===== src/rtl/xcvr_lock_supervisor_if.sv =====
// Bundles the PLL lock inputs and the supervisor's status/reset outputs.
// master = the side driving lock flags and clear_cnt; slave = the supervisor.
interface xcvr_lock_supervisor_if #(
  parameter int N_PLL     = 3,
  parameter int LOL_CNT_W = 8
);
  logic [N_PLL-1:0]           pll_locked_async;
  logic                       clear_cnt;
  logic                       system_reset_n;
  logic                       all_locked;
  logic [N_PLL-1:0]           lock_stable;
  logic [N_PLL*LOL_CNT_W-1:0] lol_count;
  logic [3:0]                 retry_count;
  logic [1:0]                 state;
  logic [3:0]                 led_n;

  modport master (
    output pll_locked_async, clear_cnt,
    input  system_reset_n, all_locked, lock_stable, lol_count, retry_count, state, led_n
  );

  modport slave (
    input  pll_locked_async, clear_cnt,
    output system_reset_n, all_locked, lock_stable, lol_count, retry_count, state, led_n
  );
endinterface


===== src/rtl/xcvr_lock_supervisor.sv =====
// Filters transceiver PLL lock flags, sequences the system reset with timed retries,
// counts loss-of-lock events and drives status LEDs. LOCK_SUP_HEARTBEAT_EN adds a heartbeat on led_n[3].
module xcvr_lock_supervisor #(
  parameter int N_PLL               = 3,
  parameter int POR_CYCLES          = 27'h700_0000,
  parameter int LOCK_STABLE_CYCLES  = 50000,
  parameter int LOCK_TIMEOUT_CYCLES = 5000000,
  parameter int RESET_PULSE_CYCLES  = 1000,
  parameter int LOL_CNT_W           = 8,
  parameter int BLINK_BIT           = 26
) (
  input  logic                  clk_50,
  input  logic                  cpu_resetn,
  xcvr_lock_supervisor_if.slave bus
);
  localparam int TIMER_MAX = (POR_CYCLES > LOCK_TIMEOUT_CYCLES)
                           ? ((POR_CYCLES > RESET_PULSE_CYCLES) ? POR_CYCLES : RESET_PULSE_CYCLES)
                           : ((LOCK_TIMEOUT_CYCLES > RESET_PULSE_CYCLES) ? LOCK_TIMEOUT_CYCLES : RESET_PULSE_CYCLES);
  localparam int TIMER_W = $clog2(TIMER_MAX + 1);
  localparam int FILT_W  = $clog2(LOCK_STABLE_CYCLES + 1);

  localparam logic [TIMER_W-1:0] POR_T     = TIMER_W'(POR_CYCLES);
  localparam logic [TIMER_W-1:0] TIMEOUT_T = TIMER_W'(LOCK_TIMEOUT_CYCLES - 1);
  localparam logic [TIMER_W-1:0] PULSE_T   = TIMER_W'(RESET_PULSE_CYCLES - 1);
  localparam logic [FILT_W-1:0]  FILT_T    = FILT_W'(LOCK_STABLE_CYCLES - 1);

  typedef enum logic [1:0] {
    S_POR         = 2'd0,
    S_WAIT_LOCK   = 2'd1,
    S_RUN         = 2'd2,
    S_RESET_PULSE = 2'd3
  } state_t;

  logic [N_PLL-1:0]   sync1_reg;
  logic [N_PLL-1:0]   sync2_reg;
  logic [N_PLL-1:0]   stable_vec;
  logic               all_locked_reg;
  state_t             state_reg, state_next;
  logic [TIMER_W-1:0] timer_reg, timer_next;
  logic [3:0]         retry_reg, retry_next;
  logic               retry_inc;
  logic               sys_rst_n_reg;

  if (N_PLL < 1 || N_PLL > 4 || BLINK_BIT < 0 || BLINK_BIT > 26) begin : g_param_check
    $error("xcvr_lock_supervisor: N_PLL must be 1..4 and BLINK_BIT 0..26");
  end

  // Two-flop synchroniser for the asynchronous lock flags
  always_ff @(posedge clk_50 or negedge cpu_resetn) begin
    if (!cpu_resetn) begin
      sync1_reg <= '0;
      sync2_reg <= '0;
    end else begin
      sync1_reg <= bus.pll_locked_async;
      sync2_reg <= sync1_reg;
    end
  end

  for (genvar gi = 0; gi < N_PLL; gi++) begin : g_pll
    logic [FILT_W-1:0]    filt_cnt_reg;
    logic                 stable_reg;
    logic                 stable_d_reg;
    logic [LOL_CNT_W-1:0] lol_reg;
    logic                 lol_evt;

    assign lol_evt = stable_d_reg & ~stable_reg;

    // Counter parks at its terminal value so a long lock never wraps back below it
    always_ff @(posedge clk_50 or negedge cpu_resetn) begin
      if (!cpu_resetn) begin
        filt_cnt_reg <= '0;
        stable_reg   <= 1'b0;
      end else if (!sync2_reg[gi]) begin
        filt_cnt_reg <= '0;
        stable_reg   <= 1'b0;
      end else if (filt_cnt_reg == FILT_T) begin
        stable_reg   <= 1'b1;
      end else begin
        filt_cnt_reg <= filt_cnt_reg + 1'b1;
      end
    end

    always_ff @(posedge clk_50 or negedge cpu_resetn) begin
      if (!cpu_resetn) begin
        stable_d_reg <= 1'b0;
        lol_reg      <= '0;
      end else begin
        stable_d_reg <= stable_reg;
        if (bus.clear_cnt)
          lol_reg <= lol_evt ? LOL_CNT_W'(1) : '0;
        else if (lol_evt && (lol_reg != '1))
          lol_reg <= lol_reg + 1'b1;
      end
    end

    assign stable_vec[gi] = stable_reg;
    assign bus.lol_count[gi*LOL_CNT_W +: LOL_CNT_W] = lol_reg;
  end

  always_ff @(posedge clk_50 or negedge cpu_resetn) begin
    if (!cpu_resetn) begin
      all_locked_reg <= 1'b0;
      state_reg      <= S_POR;
      timer_reg      <= '0;
      retry_reg      <= '0;
      sys_rst_n_reg  <= 1'b0;
    end else begin
      all_locked_reg <= &stable_vec;
      state_reg      <= state_next;
      timer_reg      <= timer_next;
      retry_reg      <= retry_next;
      sys_rst_n_reg  <= (state_next == S_WAIT_LOCK) || (state_next == S_RUN);
    end
  end

  // The timer is zeroed on every state change so each state measures from its own entry
  always_comb begin
    state_next = state_reg;
    timer_next = timer_reg + 1'b1;
    retry_inc  = 1'b0;
    case (state_reg)
      S_POR: begin
        if (timer_reg == POR_T) begin
          state_next = S_WAIT_LOCK;
          timer_next = '0;
        end
      end
      S_WAIT_LOCK: begin
        if (all_locked_reg) begin
          state_next = S_RUN;
          timer_next = '0;
        end else if (timer_reg == TIMEOUT_T) begin
          state_next = S_RESET_PULSE;
          timer_next = '0;
          retry_inc  = 1'b1;
        end
      end
      S_RUN: begin
        timer_next = '0;
        if (!all_locked_reg)
          state_next = S_RESET_PULSE;
      end
      S_RESET_PULSE: begin
        if (timer_reg == PULSE_T) begin
          state_next = S_WAIT_LOCK;
          timer_next = '0;
        end
      end
      default: begin
        state_next = S_POR;
        timer_next = '0;
      end
    endcase

    retry_next = retry_reg;
    if (bus.clear_cnt)
      retry_next = retry_inc ? 4'd1 : 4'd0;
    else if (retry_inc && (retry_reg != 4'hF))
      retry_next = retry_reg + 4'd1;
  end

  assign bus.system_reset_n = sys_rst_n_reg;
  assign bus.all_locked     = all_locked_reg;
  assign bus.lock_stable    = stable_vec;
  assign bus.retry_count    = retry_reg;
  assign bus.state          = state_reg;

  for (genvar gi = 0; gi < 3; gi++) begin : g_led
    if (gi < N_PLL) begin : g_used
      assign bus.led_n[gi] = ~stable_vec[gi];
    end else begin : g_unused
      assign bus.led_n[gi] = 1'b1;
    end
  end

`ifdef LOCK_SUP_HEARTBEAT_EN
  logic [26:0] heartbeat_reg;

  always_ff @(posedge clk_50 or negedge cpu_resetn) begin
    if (!cpu_resetn)
      heartbeat_reg <= '0;
    else
      heartbeat_reg <= heartbeat_reg + 1'b1;
  end

  assign bus.led_n[3] = heartbeat_reg[BLINK_BIT];
`else
  assign bus.led_n[3] = (state_reg != S_RUN);
`endif
endmodule


===== src/flat_wrapper.sv =====
// flat-port wrapper written by rule: the top's interface ports become plain ports
module xcvr_lock_supervisor_flat 
#(
  parameter int N_PLL               = 3,
  parameter int POR_CYCLES          = 27'h700_0000,
  parameter int LOCK_STABLE_CYCLES  = 50000,
  parameter int LOCK_TIMEOUT_CYCLES = 5000000,
  parameter int RESET_PULSE_CYCLES  = 1000,
  parameter int LOL_CNT_W           = 8,
  parameter int BLINK_BIT           = 26
)
  (clk_50, cpu_resetn, bus_pll_locked_async, bus_clear_cnt, bus_system_reset_n, bus_all_locked, bus_lock_stable, bus_lol_count, bus_retry_count, bus_state, bus_led_n);
  xcvr_lock_supervisor_if #(.N_PLL(N_PLL), .LOL_CNT_W(LOL_CNT_W)) bus_i ();
  input  logic clk_50;
  input  logic cpu_resetn;
  input wire logic [$bits(bus_i.pll_locked_async)-1:0] bus_pll_locked_async;
  input wire logic [$bits(bus_i.clear_cnt)-1:0] bus_clear_cnt;
  output wire logic [$bits(bus_i.system_reset_n)-1:0] bus_system_reset_n;
  output wire logic [$bits(bus_i.all_locked)-1:0] bus_all_locked;
  output wire logic [$bits(bus_i.lock_stable)-1:0] bus_lock_stable;
  output wire logic [$bits(bus_i.lol_count)-1:0] bus_lol_count;
  output wire logic [$bits(bus_i.retry_count)-1:0] bus_retry_count;
  output wire logic [$bits(bus_i.state)-1:0] bus_state;
  output wire logic [$bits(bus_i.led_n)-1:0] bus_led_n;
  assign bus_i.pll_locked_async = bus_pll_locked_async;
  assign bus_i.clear_cnt = bus_clear_cnt;
  assign bus_system_reset_n = bus_i.system_reset_n;
  assign bus_all_locked = bus_i.all_locked;
  assign bus_lock_stable = bus_i.lock_stable;
  assign bus_lol_count = bus_i.lol_count;
  assign bus_retry_count = bus_i.retry_count;
  assign bus_state = bus_i.state;
  assign bus_led_n = bus_i.led_n;
  xcvr_lock_supervisor #(.N_PLL(N_PLL), .POR_CYCLES(POR_CYCLES), .LOCK_STABLE_CYCLES(LOCK_STABLE_CYCLES), .LOCK_TIMEOUT_CYCLES(LOCK_TIMEOUT_CYCLES), .RESET_PULSE_CYCLES(RESET_PULSE_CYCLES), .LOL_CNT_W(LOL_CNT_W), .BLINK_BIT(BLINK_BIT)) u_core (.clk_50(clk_50), .cpu_resetn(cpu_resetn), .bus(bus_i));
endmodule

===== config.mk =====
export PLATFORM = sky130hd
export DESIGN_NAME = xcvr_lock_supervisor_flat
export DESIGN_NICKNAME = d
export VERILOG_FILES = /design/src/rtl/xcvr_lock_supervisor_if.sv /design/src/rtl/xcvr_lock_supervisor.sv /design/src/flat_wrapper.sv
export SDC_FILE = /design/constraint.sdc
export NUM_CORES = 1
export LEC_CHECK = 0
export ABC_AREA = 1
export CORE_ASPECT_RATIO = 1.4
export CORE_UTILIZATION = 35
export CTS_BUF_LIST = sky130_fd_sc_hd__clkbuf_4 sky130_fd_sc_hd__clkbuf_8
export CTS_CLUSTER_DIAMETER = 80
export DETAILED_ROUTE_END_ITERATION = 10
export SLEW_MARGIN = 25
export SYNTH_ARGS = -nofsm -noshare
export SYNTH_HDL_FRONTEND = slang
export SYNTH_SLANG_ARGS = --single-unit

===== constraint.sdc =====
create_clock -name clk_50 -period 1.8 [get_ports clk_50]
set_input_delay 0.18 -clock clk_50 [delete_from_list [all_inputs] [get_ports clk_50]]
set_output_delay 0.18 -clock clk_50 [all_outputs]
set_load 0.02 [all_outputs]

==> qor.txt, run 1 <==
gr ovfl total - 0
IO Port Bufs - 44
Worst EP required - 2130 ps
Root Driver - clkbuf_8
Seq cells post-synth - 119
Die Y - 160.9 um
outcome - complete, no violations
global-route wire length before repair - 24.88 mm
via count - 5543
delay-heaviest family, CP - simple AND/OR/NAND/NOR gates
Worst Setup End Kind - flip-flop
Power Density - 697.0 mW/mm2
Worst path max stage delay - 440 ps
setup TNS - 0 ps
Die Footprint - 0.01858 mm2
Final Hold Fails - 0
crit share post-route - 0.9704
antenna-violating nets left - 0
clock-pin slew on the worst setup and hold paths - 70 ps
Critical Path Start Type - flip-flop
diode count - 0
num rows - 57
gpl congestion - 0.8702
worst slew pin tran - 684.2 ps
layout cells sized above 1 - 0.1192
CP Depth - 11
EDFF count, synth - 0
initial antenna violation count - 0
Total Nets Final - 908
Syn Inst Count - 817
MaxCap Viol Count - 0
worst skew pair latency - 440 ps
final slew viol count - 0
Crit Path Category - reg2reg
Core Region - 0.01747 mm2
initial core utilization - 0.3613
Worst EP arrival - 2080 ps
CTS Buffer Depth - 2
worst path bufs/invs - 1
CTS tree - done
worst r2r path cells - 11
RSZ-0062 raised after global routing - yes
worst slack at placement - 79.75 ps
most frequent CP cell - nand2_4
Hold Crit Depth - 1
clock buffer count from CTS - 17
Synth Flop Type - dfrtp_1
fmax - 572.5 MHz
CTS Sinks - 119
I/O pins - 45
Clock Skew - 8.889 ps
H-tree depth - 4
violation count after the first detailed-route iteration - 333
synthesis-to-finish area growth - 23.17%
relative slew slack - 0.5439
post-route minimum period - 1747 ps
Post-synth ARST share - 1.000
Setup violations, final - 0
post-DP HPWL - 10.51 mm
first-pass iteration count of the detailed router - 5
crit-path max FO - 7
Seq/Total Area, Yosys - 0.4718
DRC violations left - 0
Die X - 115.5 um
mean cell area of the mapped netlist - 7.726 um2
area of the mapped netlist - 0.006312 mm2
setup ws final - 53.24 ps
Cell Chain, Critical Path - ha_4 -> nand2_4 -> nor2_4 -> nand2_4 -> nor2_4 -> nand2_2 -> nand2_2 -> nand2_4 -> nand3_4 -> clkbuf_16 -> nor2_1
Fill cells - 1744
Avg Vias per Cell - 4.854
Netlist cell types - 38
yosys warns - 0
VDD IR-drop max - 0.4794 mV
Routed WL per cell - 13.06 um
final WL - 14.91 mm
Post-Syn Nets - 832
max reg flops - 48
total track usage - 0.1717
vias in the first global route - 5349
largest net degree at the start of global routing - 120
Leakage - 3.447 nW
CP max-delay cell - dfrtp_1
hold crit path type - in2reg
==> metrics by stage <==
step / utilization / cell area [um2] / hold WS, ps / power [mW] / instances
after floorplan: - / 6312 / -115.6 / 2.822 / 817
after global placement: 0.4078 / 7126 / 328.8 / 2.921 / 1103
after detailed placement: 0.4078 / 7126 / 334.7 / 2.923 / 1103
after CTS: 0.4320 / 7548 / 136.5 / 5.511 / 1136
after global routing: 0.4450 / 7775 / 146.7 / 5.642 / 1142
final: 0.4450 / 7775 / 171.2 / 5.419 / 1142
==> cells in the final DEF, fill, tap and decap left out, drive strengths merged, types with 3 or more instances in the layout <==
master         synthesis  routed
o21ai                 38      38
bufinv                 0       3
clkbuf                 6      22
nor3                  36      36
a21oi                 33      33
dlygate4sd2            0       4
nor4                   4       4
inv                   96      98
nand3                 57      57
buf                    6      23
dfrtp                119     119
xor2                  25      25
xnor2                  7       7
clkinv                 1       7
nand4                 22      22
ha                     9       9
nand2                182     182
nor2                 147     147
a31oi                  9       9
clkdlybuf4s50          0      39
nand3b                 4       4
==> worst paths after layout <==
path	slack (ps)	to	from
max	50	u_core.timer_reg[18]$_DFF_PN0_	u_core.timer_reg[1]$_DFF_PN0_
min	170	u_core.sync1_reg[1]$_DFF_PN0_	bus_pll_locked_async[1]
max reg2reg	50	u_core.timer_reg[18]$_DFF_PN0_	u_core.timer_reg[1]$_DFF_PN0_
min reg2reg	350	u_core.sync2_reg[2]$_DFF_PN0_	u_core.sync1_reg[2]$_DFF_PN0_
max in group asynchronous	930	u_core.g_pll[2].filt_cnt_reg[7]$_DFFE_PN0P_	cpu_resetn
min in group asynchronous	310	u_core.timer_reg[3]$_DFF_PN0_	cpu_resetn
==> worst register-to-register path: stages, from the launching register on <==
cell and delay, ps:
dfrtp_1 440, ha_4 190, nand2_4 60, nor2_4 170
nand2_4 90, nor2_4 80, nand2_2 60, nand2_2 80
nand2_4 60, nand3_4 160, clkbuf_16 190, nor2_1 40
==> repair_timing <==
| item | CTS | global route |
|---|---|---|
| hold endpoints to repair | 119 | 0 |
| pin swaps | 0 | 9 |
| gates resized for setup | 4 | 44 |
| cloned | 0 | 3 |
| hold buffers | 1 | 0 |
| buffers inserted | 0 | 3 |
| endpoints found under the setup margin | 4 | 44 |
==> area by class of cell <==
type,count,area [um2],area share
repair buffers,69,686.9,0.08835
flip-flops and latches,119,2979,0.3832
multi-input cells,589,3032,0.3899
well taps,236,295.3,0.03798
clock inverters,12,148.9,0.01915
clock buffers,20,269.0,0.03460
inverters,97,364.1,0.04683
==> cells in the mapped netlist, types with 7 or more instances <==
cell type,instances,share of area
a21oi_1,32,0.025
a31oi_1,9,0.0089
dfrtp_1,119,0.47
ha_1,9,0.018
inv_1,95,0.056
nand2_1,179,0.11
nand3_1,53,0.042
nand4_1,22,0.022
nor2_1,141,0.084
nor3_1,34,0.027
o21ai_0,38,0.030
xnor2_1,7,0.0097
xor2_1,25,0.035
==> layer usage <==
metal / track usage / vias up / wire (um)
met5: 0 / - / 0
li1: - / 2803 / -
met1: 0.1985 / 2581 / 6274
met3: 0.03774 / 41 / 464
met4: 0.08560 / 0 / 477
met2: 0.2948 / 118 / 7697
==> logic make-up (layout without fill, tap and decap cells) <==
kind of cell | count (synthesis) | count (layout) | share of synthesized area
AO/OA/AOI/OAI | 90 | 90 | 0.07829
adder cells (fa/ha/maj) | 9 | 9 | 0.01784
AND/OR/NAND/NOR | 458 | 458 | 0.3173
buffers and inverters | 109 | 198 | 0.07036
XOR/XNOR | 32 | 32 | 0.04440
flip-flops | 119 | 119 | 0.4718
==> power breakdown <==
| group | leakage (nW) | internal, mW | switching (mW) |
|---|---|---|---|
| clock | 0.216 | 1.46 | 1.10 |
| sequential | 1.63 | 2.70 | 0.0259 |
| combinational | 1.60 | 0.0436 | 0.102 |
Power figures use the tool's default switching activity.
==> run 2, diff against run 1 <==
--- a/config.mk
+++ b/config.mk
@@ -6,10 +6,10 @@
 export NUM_CORES = 1
 export LEC_CHECK = 0
 export ABC_AREA = 1
-export CORE_ASPECT_RATIO = 1.4
 export CORE_UTILIZATION = 35
 export CTS_BUF_LIST = sky130_fd_sc_hd__clkbuf_4 sky130_fd_sc_hd__clkbuf_8
 export CTS_CLUSTER_DIAMETER = 80
+export CTS_CLUSTER_SIZE = 28
 export DETAILED_ROUTE_END_ITERATION = 10
 export SLEW_MARGIN = 25
 export SYNTH_ARGS = -nofsm -noshare
==> run 2 against run 1 <==
  * Via count is 1.5% lower
  * Clock skew shrank 2.0 ps
  * Core utilization down 0.074 points
  * Die area about the same
  * Maximum frequency up 0.41%
  * Total power decreased by 2.8%
  * Global-route usage shrank 0.95 points
  * Critical endpoint is now u_core.timer_reg[8]$_DFF_PN0_
  * Critical path depth unchanged
  * Sequential power about the same
  * Highest routed layer unchanged
==> qor.txt, run 2 (synthesized netlist as in run 1, its figures left out) <==
Worst EP arrival - 2060 ps (was 2080 ps)
num rows - 48 (was 57)
max reg flops - 48 (unchanged)
Avg Vias per Cell - 4.818 (was 4.854)
initial antenna violation count - 0 (unchanged)
largest net degree at the start of global routing - 120 (unchanged)
Crit Path Category - reg2reg (unchanged)
Clock Skew - 6.842 ps (was 8.889 ps)
Cell Chain, Critical Path - buf_6 -> clkinv_4 -> ha_4 -> nand4_1 -> nor2_1 -> nand2_1 -> nor2_2 -> a21oi_2 -> nand3_4 -> clkbuf_16 -> nor2_1 (was ha_4 -> nand2_4 -> nor2_4 -> nand2_4 -> nor2_4 -> nand2_2 -> nand2_2 -> nand2_4 -> nand3_4 -> clkbuf_16 -> nor2_1)
total track usage - 0.1622 (was 0.1717)
Routed WL per cell - 12.52 um (was 13.06 um)
Die Footprint - 0.01858 mm2 (about the same)
post-DP HPWL - 9.923 mm (was 10.51 mm)
synthesis-to-finish area growth - 22.99% (was 23.17%)
Hold WS - 177.5 ps (was 171.2 ps)
vias in the first global route - 5082 (was 5349)
Die Y - 136.3 um (was 160.9 um)
global-route wire length before repair - 24.04 mm (was 24.88 mm)
Worst Setup End Kind - flip-flop (unchanged)
worst slew pin tran - 636.2 ps (was 684.2 ps)
crit-path max FO - 7 (unchanged)
Total Nets Final - 910 (was 908)
Worst EP required - 2120 ps (was 2130 ps)
post-route minimum period - 1740 ps (was 1747 ps)
most frequent CP cell - nor2_1 (was nand2_4)
worst skew pair latency - 430 ps (was 440 ps)
relative slew slack - 0.5759 (was 0.5439)
gr ovfl total - 0 (unchanged)
violation count after the first detailed-route iteration - 353 (was 333)
Core Region - 0.01748 mm2 (was 0.01747 mm2)
first-pass iteration count of the detailed router - 5 (unchanged)
IO Port Bufs - 44 (unchanged)
Critical Path Start Type - flip-flop (unchanged)
Placed Area - 0.007139 mm2 (was 0.007126 mm2)
final slew viol count - 0 (unchanged)
CTS Buffer Depth - 2 (unchanged)
crit share post-route - 0.9664 (was 0.9704)
clock-pin slew on the worst setup and hold paths - 70 ps (about the same)
Die X - 136.3 um (was 115.5 um)
CTS tree - done (unchanged)
placed insts - 1094 (was 1103)
Setup violations, final - 0 (unchanged)
I/O pins - 45 (unchanged)
fmax - 574.9 MHz (was 572.5 MHz)
Root Driver - clkbuf_8 (unchanged)
CTS Sinks - 119 (unchanged)
H-tree depth - 4 (unchanged)
antenna-violating nets left - 0 (unchanged)
delay-heaviest family, CP - simple AND/OR/NAND/NOR gates (unchanged)
Leakage - 3.415 nW (was 3.447 nW)
gpl congestion - 0.8319 (was 0.8702)
Final Instance Area - 0.007764 mm2 (was 0.007775 mm2)
CP max-delay cell - dfrtp_1 (unchanged)
worst path bufs/invs - 3 (was 1)
VDD IR-drop max - 0.4244 mV (was 0.4794 mV)
outcome - complete, no violations (unchanged)
diode count - 0 (unchanged)
DRC violations left - 0 (unchanged)
layout cells sized above 1 - 0.1256 (was 0.1192)
clock buffer count from CTS - 17 (unchanged)
Power Density - 678.5 mW/mm2 (was 697.0 mW/mm2)
most frequent cells in the layout - nand2_1, dfrtp_1, nor2_1 (was nand2_1, nor2_1, dfrtp_1)
RSZ-0062 raised after global routing - yes (unchanged)
Worst path max stage delay - 400 ps (was 440 ps)
most common cell after layout, fill and taps aside - nand2_1 (unchanged)
via count - 5459 (was 5543)
Final Instance Count excl. Fillers - 1133 (was 1142)
Final Hold Fails - 0 (unchanged)
initial core utilization - 0.3612 (was 0.3613)
MaxCap Viol Count - 0 (unchanged)
hold crit path type - in2reg (unchanged)
final WL - 14.19 mm (was 14.91 mm)
==> run 2: timing repair <==
| action | CTS | global route |
|---|---|---|
| hold endpoints to repair | 119 | 0 |
| hold buffers | 1 | 0 |
| resized for setup | 4 | 47 |
| endpoints found under the setup margin | 4 | 45 |
| setup buffers | 0 | 4 |
| pin swaps | 0 | 6 |
| gates cloned | 0 | 2 |
==> run 2: worst register-to-register path, cell delays in order (launching register included) <==
cell	delay, ps
dfrtp_1	400
buf_6	130
clkinv_4	40
ha_4	120
nand4_1	120
nor2_1	140
nand2_1	70
nor2_2	140
a21oi_2	60
nand3_4	170
clkbuf_16	190
nor2_1	40
==> run 2: final cells by class <==
class | instances | area [um2]
repair buffers | 71 | 716.9
multi-input cells | 589 | 3024
inverters | 97 | 369.1
well taps | 225 | 281.5
clock buffers | 20 | 269.0
flip-flops and latches | 119 | 2978
clock inverters | 12 | 125.1
fillers | 1718 | 9713
==> run 2: report_power, final <==
part,switching (mW),internal [mW],total [mW]
registers,0.0255,2.70,2.72
clock network,1.09,1.31,2.40
logic,0.102,0.0435,0.145
total,1.22,4.05,5.27
==> run 2: path summary, 6_finish.rpt <==
check,start,to,slack [ps],cells after the start
hold reg to reg,u_core.sync1_reg[0]$_DFF_PN0_,u_core.sync2_reg[0]$_DFF_PN0_,350,0
max in group asynchronous,cpu_resetn,u_core.g_pll[1].filt_cnt_reg[10]$_DFFE_PN0P_,950,3
setup / recovery,u_core.timer_reg[0]$_DFF_PN0_,u_core.timer_reg[8]$_DFF_PN0_,60,11
min in group asynchronous,cpu_resetn,u_core.g_pll[0].lol_reg[6]$_DFFE_PN0P_,380,3
setup reg to reg,u_core.timer_reg[0]$_DFF_PN0_,u_core.timer_reg[8]$_DFF_PN0_,60,11
hold / removal,bus_pll_locked_async[2],u_core.sync1_reg[2]$_DFF_PN0_,180,1
==> run 2: metal layers <==
layer	vias up	global-route usage	share of wire
li1	2815	-	-
met1	2536	0.2153	0.49
met2	95	0.2594	0.46
met3	13	0.04176	0.039
met4	0	0.04568	0.0081
met5	-	0	0
==> run 2: metrics by stage <==
step	worst slack, ps	setup TNS (ps)	util	power [mW]
after detailed placement	48.26	0	0.4085	2.921
after CTS	5.285	0	0.4313	5.366
after global placement	45.80	0	0.4085	2.920
final	60.45	0	0.4442	5.268
after floorplan	129.3	0	-	2.822
after global routing	-76.94	-1578	0.4442	5.518
